File: src/rtl/scale_fifo_sram_writer.sv
// Drains the scaled-pixel FIFO, packs byte pairs into 16-bit words and writes each
// frame into one of two SRAM banks over a req/ack port; publishes the last finished bank.
module scale_fifo_sram_writer #(
  parameter int ADDR_W = 20,
  parameter int DATA_W = 16
) (
  input  logic              sram_clk,
  input  logic              sys_rst,
  input  logic              frame_start,
  input  logic [11:0]       t_width,
  input  logic [11:0]       t_height,
  input  logic              fifo_scale_rdempty,
  output logic              fifo_scale_rden,
  input  logic              data_valid,
  input  logic [7:0]        sram_data_out,
  output logic              wr_req,
  output logic [ADDR_W-1:0] wr_addr,
  output logic [DATA_W-1:0] wr_data,
  input  logic              wr_ack,
  output logic              rd_bank,
  output logic              frame_done,
  output logic              ovf
);

  // state  | meaning
  // IDLE   | no frame in progress, waiting for frame_start
  // RD     | issue one FIFO read as soon as the FIFO is not empty
  // WAIT   | wait for the read byte (data_valid) and pack it
  // WR     | hold wr_req with stable address/data until wr_ack
  // DONE   | frame complete: pulse frame_done, publish and swap banks
  typedef enum logic [2:0] {
    S_IDLE = 3'd0,
    S_RD   = 3'd1,
    S_WAIT = 3'd2,
    S_WR   = 3'd3,
    S_DONE = 3'd4
  } state_t;

  state_t            state_q, state_d;
  logic [23:0]       frame_bytes_q, frame_bytes_d;
  logic [23:0]       byte_cnt_q, byte_cnt_d;
  logic              byte_sel_q, byte_sel_d;
  logic [ADDR_W-1:0] offset_q, offset_d;
  logic [DATA_W-1:0] wr_data_q, wr_data_d;
  logic              wr_bank_q, wr_bank_d;
  logic              rd_bank_q, rd_bank_d;
  logic              ovf_q, ovf_d;
  logic              ovf_hit_q, ovf_hit_d;

  logic [23:0] frame_bytes_in;
  logic [23:0] byte_cnt_inc;
  logic        last_byte;
  logic        bank_full;

  assign frame_bytes_in = {12'd0, t_width} * {12'd0, t_height};
  assign byte_cnt_inc   = byte_cnt_q + 24'd1;
  assign last_byte      = (byte_cnt_inc == frame_bytes_q);
  // offset carries one extra bit so a full bank is visible as offset == 2^(ADDR_W-1)
  assign bank_full      = offset_q[ADDR_W-1];

  always_comb begin
    state_d         = state_q;
    frame_bytes_d   = frame_bytes_q;
    byte_cnt_d      = byte_cnt_q;
    byte_sel_d      = byte_sel_q;
    offset_d        = offset_q;
    wr_data_d       = wr_data_q;
    wr_bank_d       = wr_bank_q;
    rd_bank_d       = rd_bank_q;
    ovf_d           = ovf_q;
    ovf_hit_d       = ovf_hit_q;
    fifo_scale_rden = 1'b0;
    wr_req          = 1'b0;
    frame_done      = 1'b0;

    unique case (state_q)
      S_IDLE: begin
      end
      S_RD: begin
        if (!fifo_scale_rdempty) begin
          fifo_scale_rden = 1'b1;
          state_d         = S_WAIT;
        end
      end
      S_WAIT: begin
        if (data_valid) begin
          byte_cnt_d = byte_cnt_inc;
          if (!byte_sel_q) begin
            wr_data_d      = '0;
            wr_data_d[7:0] = sram_data_out;
          end else begin
            wr_data_d[15:8] = sram_data_out;
          end
          if (byte_sel_q || last_byte) begin
            byte_sel_d = 1'b0;
            if (bank_full) begin
              // bank exhausted: drop the word but keep draining the frame
              ovf_d     = 1'b1;
              ovf_hit_d = 1'b1;
              state_d   = last_byte ? S_DONE : S_RD;
            end else begin
              state_d = S_WR;
            end
          end else begin
            byte_sel_d = 1'b1;
            state_d    = S_RD;
          end
        end
      end
      S_WR: begin
        wr_req = 1'b1;
        if (wr_ack) begin
          offset_d   = offset_q + 1'b1;
          byte_sel_d = 1'b0;
          state_d    = (byte_cnt_q == frame_bytes_q) ? S_DONE : S_RD;
        end
      end
      S_DONE: begin
        frame_done = 1'b1;
        if (!ovf_hit_q) begin
          rd_bank_d = wr_bank_q;
          wr_bank_d = ~wr_bank_q;
        end
        state_d = S_IDLE;
      end
      default: state_d = S_IDLE;
    endcase

    // A new frame_start wins over everything: restart in the same bank, nothing completes.
    if (frame_start) begin
      frame_bytes_d   = frame_bytes_in;
      byte_cnt_d      = 24'd0;
      byte_sel_d      = 1'b0;
      offset_d        = '0;
      ovf_hit_d       = 1'b0;
      ovf_d           = ovf_q;
      wr_bank_d       = wr_bank_q;
      rd_bank_d       = rd_bank_q;
      wr_data_d       = wr_data_q;
      fifo_scale_rden = 1'b0;
      frame_done      = 1'b0;
      state_d         = (frame_bytes_in == 24'd0) ? S_IDLE : S_RD;
    end
  end

  always_ff @(posedge sram_clk) begin
    if (sys_rst) begin
      state_q       <= S_IDLE;
      frame_bytes_q <= '0;
      byte_cnt_q    <= '0;
      byte_sel_q    <= 1'b0;
      offset_q      <= '0;
      wr_data_q     <= '0;
      wr_bank_q     <= 1'b0;
      rd_bank_q     <= 1'b0;
      ovf_q         <= 1'b0;
      ovf_hit_q     <= 1'b0;
    end else begin
      state_q       <= state_d;
      frame_bytes_q <= frame_bytes_d;
      byte_cnt_q    <= byte_cnt_d;
      byte_sel_q    <= byte_sel_d;
      offset_q      <= offset_d;
      wr_data_q     <= wr_data_d;
      wr_bank_q     <= wr_bank_d;
      rd_bank_q     <= rd_bank_d;
      ovf_q         <= ovf_d;
      ovf_hit_q     <= ovf_hit_d;
    end
  end

  assign wr_addr = {wr_bank_q, offset_q[ADDR_W-2:0]};
  assign wr_data = wr_data_q;
  assign rd_bank = rd_bank_q;
  assign ovf     = ovf_q;

endmodule

File: config.mk
export PLATFORM = sky130hd
export DESIGN_NAME = scale_fifo_sram_writer
export DESIGN_NICKNAME = d
export VERILOG_FILES = /design/src/rtl/scale_fifo_sram_writer.sv
export SDC_FILE = /design/constraint.sdc
export NUM_CORES = 1
export LEC_CHECK = 0
export ABC_AREA = 1
export BUFFER_PORTS_ARGS = -buffer_cell sky130_fd_sc_hd__buf_2
export CAP_MARGIN = 5
export CORE_MARGIN = 2
export CORE_UTILIZATION = 62
export CTS_CLUSTER_DIAMETER = 50
export DETAILED_ROUTE_END_ITERATION = 10
export PLACE_DENSITY = 0.82
export SYNTH_ARGS = -nofsm -noshare
export SYNTH_HDL_FRONTEND = slang
export SYNTH_SLANG_ARGS = --single-unit
File: constraint.sdc
create_clock -name sram_clk -period 8.4 [get_ports sram_clk]
set_clock_uncertainty 0.2 [all_clocks]
set_input_delay 0.84 -clock sram_clk [delete_from_list [all_inputs] [get_ports sram_clk]]
set_output_delay 0.84 -clock sram_clk [all_outputs]
set_load 0.03 [all_outputs]
# --- Word level (Yosys, flattened, before mapping) ---
# Index checks and enable logic that the tools add are counted.
word_totals:
  reg_bits: 92
  wordCells: 65
  output_inout_bits: 41
  in_bits: 38
classes:
  n_mul: 1
  eq_ne: 12
  addsub: 2
  mux: 21
  n_bitwise: 4
  n_reduce_logical: 14
op_table:
  columns: ["cell", "count"]
  rows:
  - ["24-bit == test", 2]
  - ["24-bit by 1-bit adder with 24-bit output, second input constant", 1]
  - ["24-bit zero test", 1]
  - ["12-bit by 12-bit multiplier with 24-bit output", 1]
  - ["3-bit two-way mux", 8]
  - ["20-bit by 1-bit adder with 20-bit output, second input constant", 1]
  - ["3-bit case mux with 4 select lines", 1]
  - ["4-bit AND reduction", 3]
  - ["1-bit two-way mux", 10]
  - ["3-bit inequality test, second input constant", 3]
  - ["3-bit AND reduction", 3]
  - ["8-bit two-way mux", 1]
  - ["3-bit by 2-bit == test with 1-bit output, second input constant", 2]
  - ["2-bit inequality test, second input constant", 3]
  - ["5-bit AND reduction", 1]
  - ["1-bit inverter", 4]
  - ["2-bit AND reduction", 2]
  - ["3-bit by 1-bit == test with 1-bit output, second input constant", 1]
  - ["3-bit == test, second input constant", 1]
  - ["3-bit zero test", 1]
  - ["1-bit case mux with 2 select lines", 1]
  - ["2-bit nonzero test", 1]
  - ["2-bit OR reduction", 1]
  - ["1-bit logical OR", 1]

# --- Depth between registers and ports, before layout ---
# Gate-level depths: netlist (run 1).
depth:
  word_depth: 8
  depth_mapped: 29
  ltp_nobuf: 28

# --- Worst setup path after synthesis (run 1) ---
# No wires, ideal clock.
synth_path:
  path_type: "in2reg"
  startpoint: "input port t_width[0]"
  endpoint: "register state_q[0]"
  n_path_buf: 1
  cell_stages: 24
  arrival_ps: 5348
  setup_time_ps: 112
  path_slack_ps: 2739
  t_required_ps: 8088
  path_cell_list: "clkbuf_1 -> nand2_1 -> fa_1 -> fa_1 -> inv_1 -> fa_1 -> fa_1 -> inv_1 -> fa_1 -> inv_1 -> ha_1 -> a21o_1 -> a21oi_1 -> nand2_1 -> a21oi_1 -> inv_1 -> nand2_1 -> nand2_1 -> nor2_1 -> nand2_1 -> nor2_1 -> nand3_1 -> nand2_1 -> nand2_1"
synth_via:
  elab_chain_len: 4
synth_lines:
  columns: ["item", "line_no", "rtl"]
  rows:
  - ["start, declared", "10", "input logic [11:0] t_width,"]
  - ["12-bit by 12-bit multiplier with 24-bit output", "55", "assign frame_bytes_in = {12'd0, t_width} * {12'd0, t_height};"]
  - ["24-bit zero test", "142", "state_d = (frame_bytes_in == 24'd0) ? S_IDLE : S_RD;"]
  - ["1-bit two-way mux", "142", null]
  - ["3-bit two-way mux", "130", "if (frame_start) begin"]
  - ["end signal, assigned", "159", "state_q <= state_d;"]
  - ["end, declared", "39", "state_t state_q, state_d;"]
# No other way between the ends.
# A chain may end at the register's enable or synchronous reset.

# --- Worst setup path after layout (run 1) ---
layout_path:
  startpoint: "input port t_height[5]"
  endpoint: "register state_q[0]"
layout_via:
  elab_chain_len: 4
layout_lines:
  columns: ["item", "line_no", "rtl"]
  rows:
  - ["start, declared", "11", "input logic [11:0] t_height,"]
  - ["12-bit by 12-bit multiplier with 24-bit output", "55", null]
  - ["24-bit zero test", "142", null]
  - ["1-bit two-way mux", "142", null]
  - ["3-bit two-way mux", "130", null]
# No other way between the ends.

==> impl_metrics.prom, run 1 <==
# TYPE chip_impl_metric gauge
chip_impl_metric{name="die_width",unit="um"} 131
chip_impl_metric{name="critical_path_maximum_fanout",unit=""} 12
chip_impl_metric{name="core.rowCount",unit=""} 46
chip_impl_info{name="synth_largest_area_cell",value="fa_1"} 1
chip_impl_metric{name="drt_iter0_drc",unit=""} 562
chip_impl_metric{name="finish.cell_count_without_fillers",unit=""} 1659
chip_impl_metric{name="maxSlewHeadroom",unit="%"} 26.8
chip_impl_metric{name="grt_max_degree",unit=""} 47
chip_impl_metric{name="worst_ep_required_time",unit="ns"} 8.49
chip_impl_metric{name="post_route_ant_nets",unit=""} 0
chip_impl_info{name="timing.critical_path.from_type",value="primary input"} 1
chip_impl_info{name="crit_type",value="in2reg"} 1
chip_impl_metric{name="synthesis.area_per_instance",unit="um^2"} 7.06
chip_impl_metric{name="hpwl",unit="um"} 18000
chip_impl_metric{name="vias_per_cell",unit=""} 5.26
chip_impl_metric{name="cts-hold-fix-buffers",unit=""} 0
chip_impl_metric{name="antenna_found_initial",unit=""} 0
chip_impl_metric{name="postCtsResizedCells",unit=""} 0
chip_impl_metric{name="power",unit="uW"} 2770
chip_impl_metric{name="post-place-ws",unit="ns"} 2.46
chip_impl_info{name="end_kind",value="flop"} 1
chip_impl_metric{name="final_critical_path_setup_slack",unit="ns"} 2.75
chip_impl_metric{name="leakagePower",unit="uW"} 0.00577
chip_impl_metric{name="post_cts.repair.setup_buffers",unit=""} 0
chip_impl_metric{name="coreArea",unit="um^2"} 15800
chip_impl_metric{name="n_fill_cell",unit=""} 1426
chip_impl_metric{name="drt-pass1-iter-count",unit=""} 7
chip_impl_metric{name="final.setup.tns",unit="ns"} 0
chip_impl_metric{name="final_layout_size_suffix_gt1_share",unit="%"} 9.36
chip_impl_metric{name="area_growth_syn_to_layout",unit="%"} 6.61
chip_impl_metric{name="starting_utilization_of_the_core_area",unit="%"} 63.1
chip_impl_metric{name="io_buffer_count",unit=""} 78
chip_impl_metric{name="drt_wl_cell",unit="um"} 13.6
chip_impl_metric{name="placed_cells",unit=""} 1643
chip_impl_metric{name="multi_input_comb_area",unit="um^2"} 6670
chip_impl_metric{name="maxSlewViolCount",unit=""} 0
chip_impl_metric{name="postSynth.asyncResetShare",unit="%"} 0
chip_impl_metric{name="mappedNetlistArea",unit="um^2"} 9950
chip_impl_metric{name="finalHoldViolations",unit=""} 0
chip_impl_metric{name="worst-slew-pin-transition",unit="ns"} 1.09
chip_impl_metric{name="seq_area_frac_synth",unit="%"} 18.5
chip_impl_info{name="yosys-top-cells-count",value="nand2_1 (356), inv_1 (296), fa_1 (100)"} 1
chip_impl_metric{name="antenna_cells_inserted",unit=""} 0
chip_impl_metric{name="cts_sinks",unit=""} 92
chip_impl_metric{name="synth_fp_nets",unit=""} 1612
chip_impl_info{name="hold_class",value="reg2reg"} 1
chip_impl_metric{name="floorplan.io_pins",unit=""} 79
chip_impl_metric{name="clock_insertion_delay_worst_skew",unit="ns"} 0.35
chip_impl_metric{name="finalWeightedCongestion",unit=""} 0.909
chip_impl_metric{name="cellPowerDensity",unit="nW/um^2"} 261
chip_impl_info{name="rsz_0062_raised_after_global_routing",value="no"} 1
chip_impl_metric{name="ir_drop",unit="V"} 0.000173
chip_impl_metric{name="critPathArrivalTime",unit="ns"} 5.74
chip_impl_metric{name="die_h",unit="um"} 131
chip_impl_metric{name="design.final.nets",unit=""} 1640
chip_impl_metric{name="number_of_enable_flip_flop_cells_after_synthesis",unit=""} 0
chip_impl_metric{name="max_cap_violations",unit=""} 0
chip_impl_metric{name="synth.distinct_cells",unit=""} 48
chip_impl_metric{name="final_min_period_over_clock_period",unit="%"} 67.3
chip_impl_metric{name="cts.path.max_buffers",unit=""} 2
chip_impl_info{name="cts-root-buf",value="clkbuf_16"} 1
chip_impl_metric{name="track_usage",unit="%"} 27.8
chip_impl_metric{name="number_of_standard_cells_after_synthesis",unit=""} 1410
chip_impl_metric{name="drc",unit=""} 0
chip_impl_metric{name="detailroute.via_count",unit=""} 8729
chip_impl_metric{name="clk_slew_on_worst_s_h_paths",unit="ns"} 0.06
chip_impl_metric{name="area.sequential",unit="um^2"} 1840
chip_impl_metric{name="overflow",unit=""} 0
chip_impl_metric{name="yosys_warnings",unit=""} 0
chip_impl_metric{name="synth_top_area_share",unit="%"} 20.1
chip_impl_metric{name="die_ar",unit="um^2"} 17100
chip_impl_info{name="synth_ff_type",value="dfxtp_1"} 1
chip_impl_metric{name="synth.ff_latch_count",unit=""} 92
chip_impl_info{name="cts_tree",value="yes"} 1
chip_impl_metric{name="cts_inserted_buffers",unit=""} 9
chip_impl_metric{name="finalCriticalPeriod",unit="ns"} 5.65
chip_impl_info{name="synthMostInstantiatedCell",value="nand2_1"} 1
chip_impl_metric{name="cts_htree_levels",unit=""} 3
chip_impl_info{name="netlist_top_cells_area",value="fa_1 (20%), dfxtp_1 (19%), nand2_1 (13%), inv_1 (11%), ha_1 (8.0%)"} 1
chip_impl_metric{name="finalWirelength",unit="um"} 22600
chip_impl_metric{name="grt_pass1_vias",unit=""} 8443
chip_impl_metric{name="first_pass_grt_wire_length",unit="um"} 38400
chip_impl_metric{name="setup_viol",unit=""} 0
chip_impl_metric{name="fmax",unit="MHz"} 177
chip_impl_info{name="run_status",value="completed"} 1
-- cells by family after synthesis --
kind of cell,count (synthesis),synth area share (%)
compound gates,157,9.29
simple gates,591,25.8
buf+inv,364,14.5
fa+ha+maj,164,28.2
xor+xnor,42,3.70
flops,92,18.5
-- sequential cells by signal, indices dropped and copies added, names as in the netlist, 3 cells and up --
name	count
byte_cnt_q	24
frame_bytes_q	24
offset_q	20
wr_data	16
state_q	3
-- worst max-delay path, cell delays in order --
cell and delay (ns):
buf_2 0.24, nand2_1 0.12, fa_1 0.57, fa_1 0.46
fa_1 0.51, inv_1 0.06, fa_1 0.53, inv_1 0.06
fa_1 0.54, inv_1 0.05, ha_1 0.35, a21oi_1 0.28
o21ai_0 0.19, a21oi_1 0.16, nand2_1 0.12, a21boi_0 0.22
xnor2_1 0.16, nor2_1 0.07, nand3_1 0.08, nand2_1 0.05
nand2_1 0.10
-- cell type report --
cell class                      instances  share of cell area, %
Clock inverter                          6                  0.566
Tap cell                              216                   2.55
Sequential cell                        92                   17.4
Timing Repair Buffer                   79                   3.75
Inverter                              302                   10.7
Multi-Input combinational cell        954                   62.8
Clock buffer                           10                   2.25
-- worst paths after layout --
check	startpoint	end	slack (ns)	depth (start not counted)
worst max register to register	state_q[1]	wr_data[7]	4.39	9
worst max-delay path	t_height[5]	state_q[0]	2.75	21
worst min-delay path	ovf	ovf	0.26	2
worst min register to register	ovf	ovf	0.26	2
-- per-stage QoR --
step	hold WS, ns	cell area, um^2	utilization (%)
2_1_floorplan	0.242	9950	-
3_3_place_gp	0.241	10300	65.4
3_5_place_dp	0.248	10300	65.4
4_1_cts	0.259	10600	67.3
5_1_grt	0.279	10600	67.3
6_report	0.257	10600	67.3
-- cells in the final DEF (no fill, tap or decap), types with 4 or more instances in the layout --
cell type	n
nand3_1	72
o21bai_1	8
a21oi_1	68
clkbuf_16	9
nor2_2	9
nand4_1	19
o22ai_1	7
inv_1	296
xnor2_1	23
inv_2	4
nand2_1	356
dfxtp_1	92
nand3b_1	4
nor2_4	5
a22o_1	12
o21ai_0	39
xor2_1	19
nand2_2	9
ha_1	64
nor3_1	14
nor2_1	84
buf_2	78
fa_1	100
-- power breakdown --
| group | switching [uW] | internal [uW] |
|---|---|---|
| logic | 1150 | 718 |
| clock network | 186 | 214 |
| registers | 24.6 | 472 |
-- per-layer routing --
layer  routed length [um]  global-route usage (%)
met2                10900                    48.3
met4                  472                    9.39
met5                    0                       0
met1                10000                    36.9
met3                 1140                    2.24
(Power assumes the default switching activity.)
==> run 2: changes to the inputs <==
==> constraint.sdc (replaced) <==
create_clock -name sram_clk -period 5.3 [get_ports sram_clk]
set_clock_uncertainty 0.2 [all_clocks]
set_input_delay 0.53 -clock sram_clk [delete_from_list [all_inputs] [get_ports sram_clk]]
set_output_delay 0.53 -clock sram_clk [all_outputs]
set_load 0.03 [all_outputs]
==> impl_metrics.prom, run 2 (same netlist as run 1, synthesis figures left out) <==
# TYPE chip_impl_metric gauge
chip_impl_info{name="run_status",value="completed"} 1
chip_impl_metric{name="leakagePower",unit="uW"} 0.00611
chip_impl_metric{name="cts-hold-fix-buffers",unit=""} 0
chip_impl_metric{name="maxSlewHeadroom",unit="%"} 28.7
chip_impl_metric{name="maxSlewViolCount",unit=""} 0
chip_impl_metric{name="cts_htree_levels",unit=""} 3
chip_impl_metric{name="die_ar",unit="um^2"} 17100
chip_impl_metric{name="n_fill_cell",unit=""} 1281
chip_impl_metric{name="starting_utilization_of_the_core_area",unit="%"} 63.1
chip_impl_info{name="crit_slowest_cell",value="fa_1"} 1
chip_impl_metric{name="critical_path_maximum_fanout",unit=""} 7
chip_impl_info{name="end_kind",value="flop"} 1
chip_impl_metric{name="finalWeightedCongestion",unit=""} 0.948
chip_impl_metric{name="finalWirelength",unit="um"} 23100
chip_impl_info{name="crit_path_frequent_cell",value="nand2_1"} 1
chip_impl_metric{name="io_buffer_count",unit=""} 78
chip_impl_metric{name="post_cts.repair.setup_buffers",unit=""} 0
chip_impl_metric{name="cts_sinks",unit=""} 92
chip_impl_info{name="layout.cells.most_common",value="nand2_1"} 1
chip_impl_metric{name="finalHoldWorstSlack",unit="ns"} 0.251
chip_impl_metric{name="floorplan.io_pins",unit=""} 79
chip_impl_metric{name="coreArea",unit="um^2"} 15800
chip_impl_metric{name="worst-slew-pin-transition",unit="ns"} 1.07
chip_impl_metric{name="drc",unit=""} 0
chip_impl_info{name="crit_type",value="in2reg"} 1
chip_impl_metric{name="design.final.nets",unit=""} 1705
chip_impl_info{name="largestRegisters",value="byte_cnt_q: 24 flops, frame_bytes_q: 24 flops, offset_q: 20 flops"} 1
chip_impl_metric{name="finalHoldViolations",unit=""} 0
chip_impl_metric{name="cpPeakStageDelay",unit="ns"} 0.55
chip_impl_metric{name="cts_inserted_buffers",unit=""} 9
chip_impl_metric{name="core.rowCount",unit=""} 46
chip_impl_metric{name="detailroute.via_count",unit=""} 9002
chip_impl_metric{name="overflow",unit=""} 0
chip_impl_metric{name="max_cap_violations",unit=""} 0
chip_impl_metric{name="critPathArrivalTime",unit="ns"} 5.12
chip_impl_info{name="cts_tree",value="yes"} 1
chip_impl_metric{name="antenna_found_initial",unit=""} 0
chip_impl_info{name="critical_path.top_delay_family",value="adder cells"} 1
chip_impl_metric{name="post_route_ant_nets",unit=""} 0
chip_impl_metric{name="final_min_period_over_clock_period",unit="%"} 95.8
chip_impl_metric{name="finalCriticalPeriod",unit="ns"} 5.08
chip_impl_metric{name="final.setup.tns",unit="ns"} 0
chip_impl_metric{name="grt_pass1_vias",unit=""} 8629
chip_impl_metric{name="drt_wl_cell",unit="um"} 13.4
chip_impl_metric{name="final_layout_size_suffix_gt1_share",unit="%"} 14.9
chip_impl_metric{name="hpwl",unit="um"} 18700
chip_impl_metric{name="drt_iter0_drc",unit=""} 522
chip_impl_info{name="commonest_cells_after_routing_fill_and_taps_aside",value="nand2_1 (354), inv_1 (295), fa_1 (100), dfxtp_1 (92), nor2_1 (81)"} 1
chip_impl_metric{name="first_pass_grt_wire_length",unit="um"} 38800
chip_impl_metric{name="ir_drop",unit="V"} 0.000495
chip_impl_metric{name="worst_ep_required_time",unit="ns"} 5.34
chip_impl_metric{name="vias_per_cell",unit=""} 5.22
chip_impl_metric{name="clk_slew_on_worst_s_h_paths",unit="ns"} 0.07
chip_impl_metric{name="track_usage",unit="%"} 28.1
chip_impl_metric{name="setup_viol",unit=""} 0
chip_impl_metric{name="grt_max_degree",unit=""} 47
chip_impl_metric{name="clock_insertion_delay_worst_skew",unit="ns"} 0.35
chip_impl_metric{name="cp.buffers_inverters",unit=""} 6
chip_impl_metric{name="cts.path.max_buffers",unit=""} 2
chip_impl_info{name="timing.critical_path.from_type",value="primary input"} 1
chip_impl_metric{name="drt-pass1-iter-count",unit=""} 7
chip_impl_info{name="hold_class",value="in2reg"} 1
chip_impl_metric{name="die_h",unit="um"} 131
chip_impl_metric{name="area_growth_syn_to_layout",unit="%"} 13.3
chip_impl_info{name="cts-root-buf",value="clkbuf_16"} 1
chip_impl_metric{name="antenna_cells_inserted",unit=""} 0
chip_impl_metric{name="die_width",unit="um"} 131
chip_impl_metric{name="cellPowerDensity",unit="nW/um^2"} 487
chip_impl_metric{name="fmax",unit="MHz"} 197
## run 2: cell types whose count changed in the layout (fill, tap and decap cells not counted), moves of 3 or more
cell	before	now
a21oi_1	68	59
a21oi_2	3	12
buf_2	78	70
buf_4	1	63
clkbuf_4	0	8
ha_1	64	59
ha_4	0	5
nor2_1	84	81
nor2_2	9	12
o21ai_0	39	36
## run 2: path summary, 6_finish.rpt
path                            cells past startpoint        startpoint           to  slack (ns)
worst max register to register                     11        state_q[1]   wr_data[4]        2.68
worst min register to register                      2        wr_data[8]   wr_data[8]        0.26
worst max-delay path                               25        t_width[5]   state_q[0]        0.22
worst min-delay path                                3  sram_data_out[5]  wr_data[13]        0.25
## run 2: worst register-to-register path, stage by stage, from the launching register on
cell and delay, ns:
dfxtp_1 0.38, inv_2 0.07, nor2_2 0.11, nand2_1 0.12
nor2_2 0.09, buf_4 0.29, inv_1 0.41, nor2_1 0.21
buf_4 0.23, nand2_1 0.20, nand2_1 0.12, a21oi_1 0.06
## run 2: through the flow
step / util, % / setup WS, ns / power [uW] / instance area [um^2] / cells
after floorplan: - / 0.0104 / 3130 / 9960 / 1410
after global routing: 71.5 / -0.0137 / 6030 / 11300 / 1724
after CTS: 70.4 / 0.169 / 5060 / 11100 / 1724
after detailed placement: 68.6 / -0.197 / 4420 / 10800 / 1708
final: 71.5 / 0.220 / 5490 / 11300 / 1724
after global placement: 68.6 / -0.124 / 4340 / 10800 / 1708
## run 2: where the power goes
part	internal, uW	leakage, uW	switching (uW)
sequential	749	0.000745	41.2
clock	339	0.000139	288
combinational	1920	0.00523	2140
## run 2: layout make-up
class | instances | area (um^2) | area share, %
flip-flops and latches | 92 | 1840 | 16.3
well taps | 216 | 270 | 2.40
repair buffers | 144 | 926 | 8.21
clock buffers | 10 | 239 | 2.12
clock inverters | 6 | 55.1 | 0.488
inverters | 302 | 1130 | 10.1
multi-input cells | 954 | 6810 | 60.4
## run 2: what timing repair did
item	in CTS	in global routing
hold endpoints to repair	0	0
gates resized for setup	0	39
setup endpoints to repair	0	2
## run 2: metal layers
layer	vias to the layer above	GRT usage (%)	part of all wire (%)
met5	-	0	0
met4	0	8.76	2.3
met3	44	3.34	4.2
met2	217	49.8	51
met1	4244	36.0	43
li1	4497	-	-
==> run 3: changes to the inputs <==
--- a/config.mk
+++ b/config.mk
@@ -5,10 +5,9 @@
 export SDC_FILE = /design/constraint.sdc
 export NUM_CORES = 1
 export LEC_CHECK = 0
-export ABC_AREA = 1
 export BUFFER_PORTS_ARGS = -buffer_cell sky130_fd_sc_hd__buf_2
 export CAP_MARGIN = 5
-export CORE_MARGIN = 2
+export CORE_MARGIN = 3
 export CORE_UTILIZATION = 62
 export CTS_CLUSTER_DIAMETER = 50
 export DETAILED_ROUTE_END_ITERATION = 10
==> impl_metrics.prom, run 3 <==
# TYPE chip_impl_metric gauge
chip_impl_info{name="run_status",value="finished, violations left"} 1
chip_impl_info{name="failing_checks",value="negative setup slack"} 1
chip_impl_info{name="rsz_0062_raised_after_global_routing",value="yes"} 1
chip_impl_metric{name="die_width",unit="um"} 130
chip_impl_metric{name="final_critical_path_setup_slack",unit="ns"} -0.102
chip_impl_info{name="commonest_cells_after_routing_fill_and_taps_aside",value="nand2_1 (137), inv_1 (127), buf_4 (103), fa_1 (96), dfxtp_1 (92)"} 1
chip_impl_info{name="synth_largest_area_cell",value="fa_1"} 1
chip_impl_metric{name="drt_iter0_drc",unit=""} 652
chip_impl_info{name="crit_path_frequent_cell",value="fa_1"} 1
chip_impl_metric{name="final_layout_size_suffix_gt1_share",unit="%"} 24.1
chip_impl_info{name="critical_path.top_delay_family",value="adder cells"} 1
chip_impl_info{name="synth_ff_type",value="dfxtp_1"} 1
chip_impl_info{name="layout.cells.most_common",value="nand2_1"} 1
chip_impl_metric{name="synth_top_area_share",unit="%"} 21.1
chip_impl_metric{name="finalWirelength",unit="um"} 24000
chip_impl_metric{name="hold_path_depth",unit=""} 3
chip_impl_metric{name="ff2ff_setup_slack",unit="ns"} 2.32
chip_impl_metric{name="cts_sinks",unit=""} 92
chip_impl_metric{name="finish.cell_count_without_fillers",unit=""} 1442
chip_impl_metric{name="first_pass_grt_wire_length",unit="um"} 37100
chip_impl_info{name="crit_slowest_cell",value="fa_1"} 1
chip_impl_metric{name="critical_path_maximum_fanout",unit=""} 8
chip_impl_metric{name="hpwl",unit="um"} 17400
chip_impl_info{name="largestRegisters",value="byte_cnt_q: 24 flops, frame_bytes_q: 24 flops, offset_q: 20 flops"} 1
chip_impl_metric{name="synth.ff_latch_count",unit=""} 92
chip_impl_metric{name="setup_viol",unit=""} 1
chip_impl_metric{name="leakagePower",unit="uW"} 0.00531
chip_impl_info{name="cts-root-buf",value="clkbuf_16"} 1
chip_impl_metric{name="finalHoldWorstSlack",unit="ns"} 0.231
chip_impl_metric{name="drc",unit=""} 0
chip_impl_metric{name="area_growth_syn_to_layout",unit="%"} 20.2
chip_impl_metric{name="vias_per_cell",unit=""} 5.69
chip_impl_metric{name="worst-slew-pin-transition",unit="ns"} 0.960
chip_impl_metric{name="coreArea",unit="um^2"} 14800
chip_impl_metric{name="synthesis.area_per_instance",unit="um^2"} 8.35
chip_impl_metric{name="mappedNetlistArea",unit="um^2"} 9490
chip_impl_metric{name="maxSlewHeadroom",unit="%"} 36.0
chip_impl_info{name="hold-path-endpoint",value="wr_data[5]"} 1
chip_impl_metric{name="grt_pass1_vias",unit=""} 7827
chip_impl_metric{name="cts-hold-fix-buffers",unit=""} 0
chip_impl_metric{name="final_min_period_over_clock_period",unit="%"} 102
chip_impl_metric{name="fmax",unit="MHz"} 185
chip_impl_metric{name="finalHoldViolations",unit=""} 0
chip_impl_metric{name="post-place-ws",unit="ns"} -0.792
chip_impl_metric{name="drt-pass1-iter-count",unit=""} 7
chip_impl_metric{name="io_buffer_count",unit=""} 78
chip_impl_metric{name="clk_slew_on_worst_s_h_paths",unit="ns"} 0.06
chip_impl_metric{name="die_ar",unit="um^2"} 16800
chip_impl_metric{name="floorplan.io_pins",unit=""} 79
chip_impl_metric{name="finalCriticalPeriod",unit="ns"} 5.40
chip_impl_info{name="netlist_top_cells_area",value="fa_1 (21%), dfxtp_1 (19%), ha_1 (8.4%), nand2_1 (5.8%), inv_1 (5.6%)"} 1
chip_impl_metric{name="cts_htree_levels",unit=""} 3
chip_impl_info{name="synthMostInstantiatedCell",value="nand2_1"} 1
chip_impl_metric{name="cts_inserted_buffers",unit=""} 9
chip_impl_metric{name="drt_wl_cell",unit="um"} 16.6
chip_impl_info{name="timing.critical_path.cells",value="buf_4, nand2_1, fa_1, fa_1, inv_1, fa_2, fa_1, inv_1, fa_1, inv_2, ha_4, buf_6, nand4_1, o221ai_4, a21oi_2, xnor2_2, nor4_4, nand4_1, nor4_2, o21ai_1"} 1
chip_impl_metric{name="finalWeightedCongestion",unit=""} 0.893
chip_impl_metric{name="number_of_enable_flip_flop_cells_after_synthesis",unit=""} 0
chip_impl_metric{name="synth_fp_nets",unit=""} 1339
chip_impl_metric{name="grt_max_degree",unit=""} 51
chip_impl_metric{name="cp.buffers_inverters",unit=""} 5
chip_impl_metric{name="worst_ep_required_time",unit="ns"} 5.33
chip_impl_info{name="timing.critical_path.from_type",value="primary input"} 1
chip_impl_metric{name="final.setup.tns",unit="ns"} -0.102
chip_impl_info{name="yosys-top-cells-count",value="nand2_1 (146), inv_1 (142), fa_1 (100)"} 1
chip_impl_metric{name="seq_area_frac_synth",unit="%"} 19.4
chip_impl_metric{name="overflow",unit=""} 0
chip_impl_metric{name="die_h",unit="um"} 130
chip_impl_metric{name="number_of_standard_cells_after_synthesis",unit=""} 1137
chip_impl_info{name="crit_reg_reg_endpoint",value="state_q[2]"} 1
chip_impl_info{name="startpoint_of_the_lowest_slack_hold_path",value="sram_data_out[5]"} 1
chip_impl_info{name="crit_type",value="in2reg"} 1
chip_impl_info{name="hold_class",value="in2reg"} 1
chip_impl_metric{name="ir_drop",unit="V"} 0.000541
chip_impl_metric{name="post_route_ant_nets",unit=""} 0
chip_impl_info{name="crit_path_start",value="t_height[8]"} 1
chip_impl_metric{name="critPathArrivalTime",unit="ns"} 5.44
chip_impl_metric{name="synth.distinct_cells",unit=""} 64
chip_impl_info{name="end_kind",value="flop"} 1
chip_impl_metric{name="clock_insertion_delay_worst_skew",unit="ns"} 0.34
chip_impl_metric{name="max_cap_violations",unit=""} 0
chip_impl_info{name="worstReg2RegStart",value="byte_cnt_q[0]"} 1
chip_impl_metric{name="core.rowCount",unit=""} 44
chip_impl_metric{name="detailroute.via_count",unit=""} 8201
chip_impl_metric{name="cts.path.max_buffers",unit=""} 2
chip_impl_metric{name="antenna_found_initial",unit=""} 0
chip_impl_metric{name="starting_utilization_of_the_core_area",unit="%"} 64.3
chip_impl_metric{name="cpPeakStageDelay",unit="ns"} 0.61
chip_impl_metric{name="r2r_cells",unit=""} 9
chip_impl_metric{name="postSynth.asyncResetShare",unit="%"} 0
chip_impl_metric{name="yosys_warnings",unit=""} 0
chip_impl_metric{name="placed_cells",unit=""} 1415
chip_impl_info{name="cts_tree",value="yes"} 1
chip_impl_metric{name="design.final.nets",unit=""} 1455
chip_impl_metric{name="maxSlewViolCount",unit=""} 0
chip_impl_metric{name="antenna_cells_inserted",unit=""} 0
chip_impl_metric{name="cellPowerDensity",unit="nW/um^2"} 665
chip_impl_metric{name="track_usage",unit="%"} 27.0
run 3: cell count changes in the layout (fill, tap and decap cells not counted), moves of 23 or more:
cell     change
xor2_1      +25
inv_1      -168
and2_1      +51
mux2i_1     +23
nand2_1    -217
buf_4       +40
nand3_1     -38
run 3: cell type report:
cell class / count / area (um^2)
multi-input combinational: 825 / 7170
fill: 932 / 3340
sequential: 92 / 1840
timing repair buffer: 183 / 1320
inverter: 142 / 533
clock buffer: 13 / 250
tap: 184 / 230
clock inverter: 3 / 68.8
run 3: cells by family after synthesis:
family	synth area share, %
compound gates	7.79
xor+xnor	8.01
fa+ha+maj	29.5
simple gates	22.7
mux	2.78
flops	19.4
buf+inv	9.83
run 3: worst max path at each step:
stage | endpoint | slack (ns) | depth (start not counted)
after CTS | state_q[0] | -0.05 | 20
after global placement | state_q[0] | -0.62 | 20
after global routing | state_q[0] | -0.28 | 20
after detailed placement | state_q[0] | -0.79 | 21
final | state_q[0] | -0.10 | 20
after floorplan | state_q[0] | -0.22 | 22
run 3: routing by layer:
metal,part of all wire (%),wire length (um),up-vias,global-route usage [%]
met4,2.5,588,0,8.31
met1,42,10100,4015,35.7
met2,51,12200,266,46.0
met3,4.5,1080,48,4.09
met5,0,0,-,0
li1,-,-,3872,-
run 3: what timing repair did:
action,in CTS,in global routing
setup buffers,5,6
setup endpoints to repair,6,7
resized for setup,53,77
pin swaps,42,54
endpoints found under the hold margin,0,0
run 3: worst reg2reg max path: stages (launching register included):
cell	delay [ns]
dfxtp_1	0.47
ha_1	0.29
inv_1	0.13
nor2_2	0.31
and3_2	0.33
nor4bb_1	0.24
a2bb2oi_1	0.23
and4_4	0.28
a31oi_1	0.13
nor4b_2	0.29
run 3: where the power goes:
| group | internal [uW] | total, uW | leakage (uW) | switching [uW] |
|---|---|---|---|---|
| combinational | 3110 | 6090 | 0.00441 | 2980 |
| sequential | 750 | 804 | 0.000746 | 53.7 |
| clock | 429 | 694 | 0.000154 | 265 |
run 3: stage by stage:
| stage | util, % | power [uW] | instance area [um^2] |
|---|---|---|---|
| after global placement | 71.1 | 5120 | 10500 |
| final | 77.3 | 7590 | 11400 |
| after detailed placement | 71.1 | 5240 | 10500 |
| after global routing | 77.3 | 8100 | 11400 |
| after CTS | 75.0 | 6400 | 11100 |
| after floorplan | - | 3490 | 9640 |
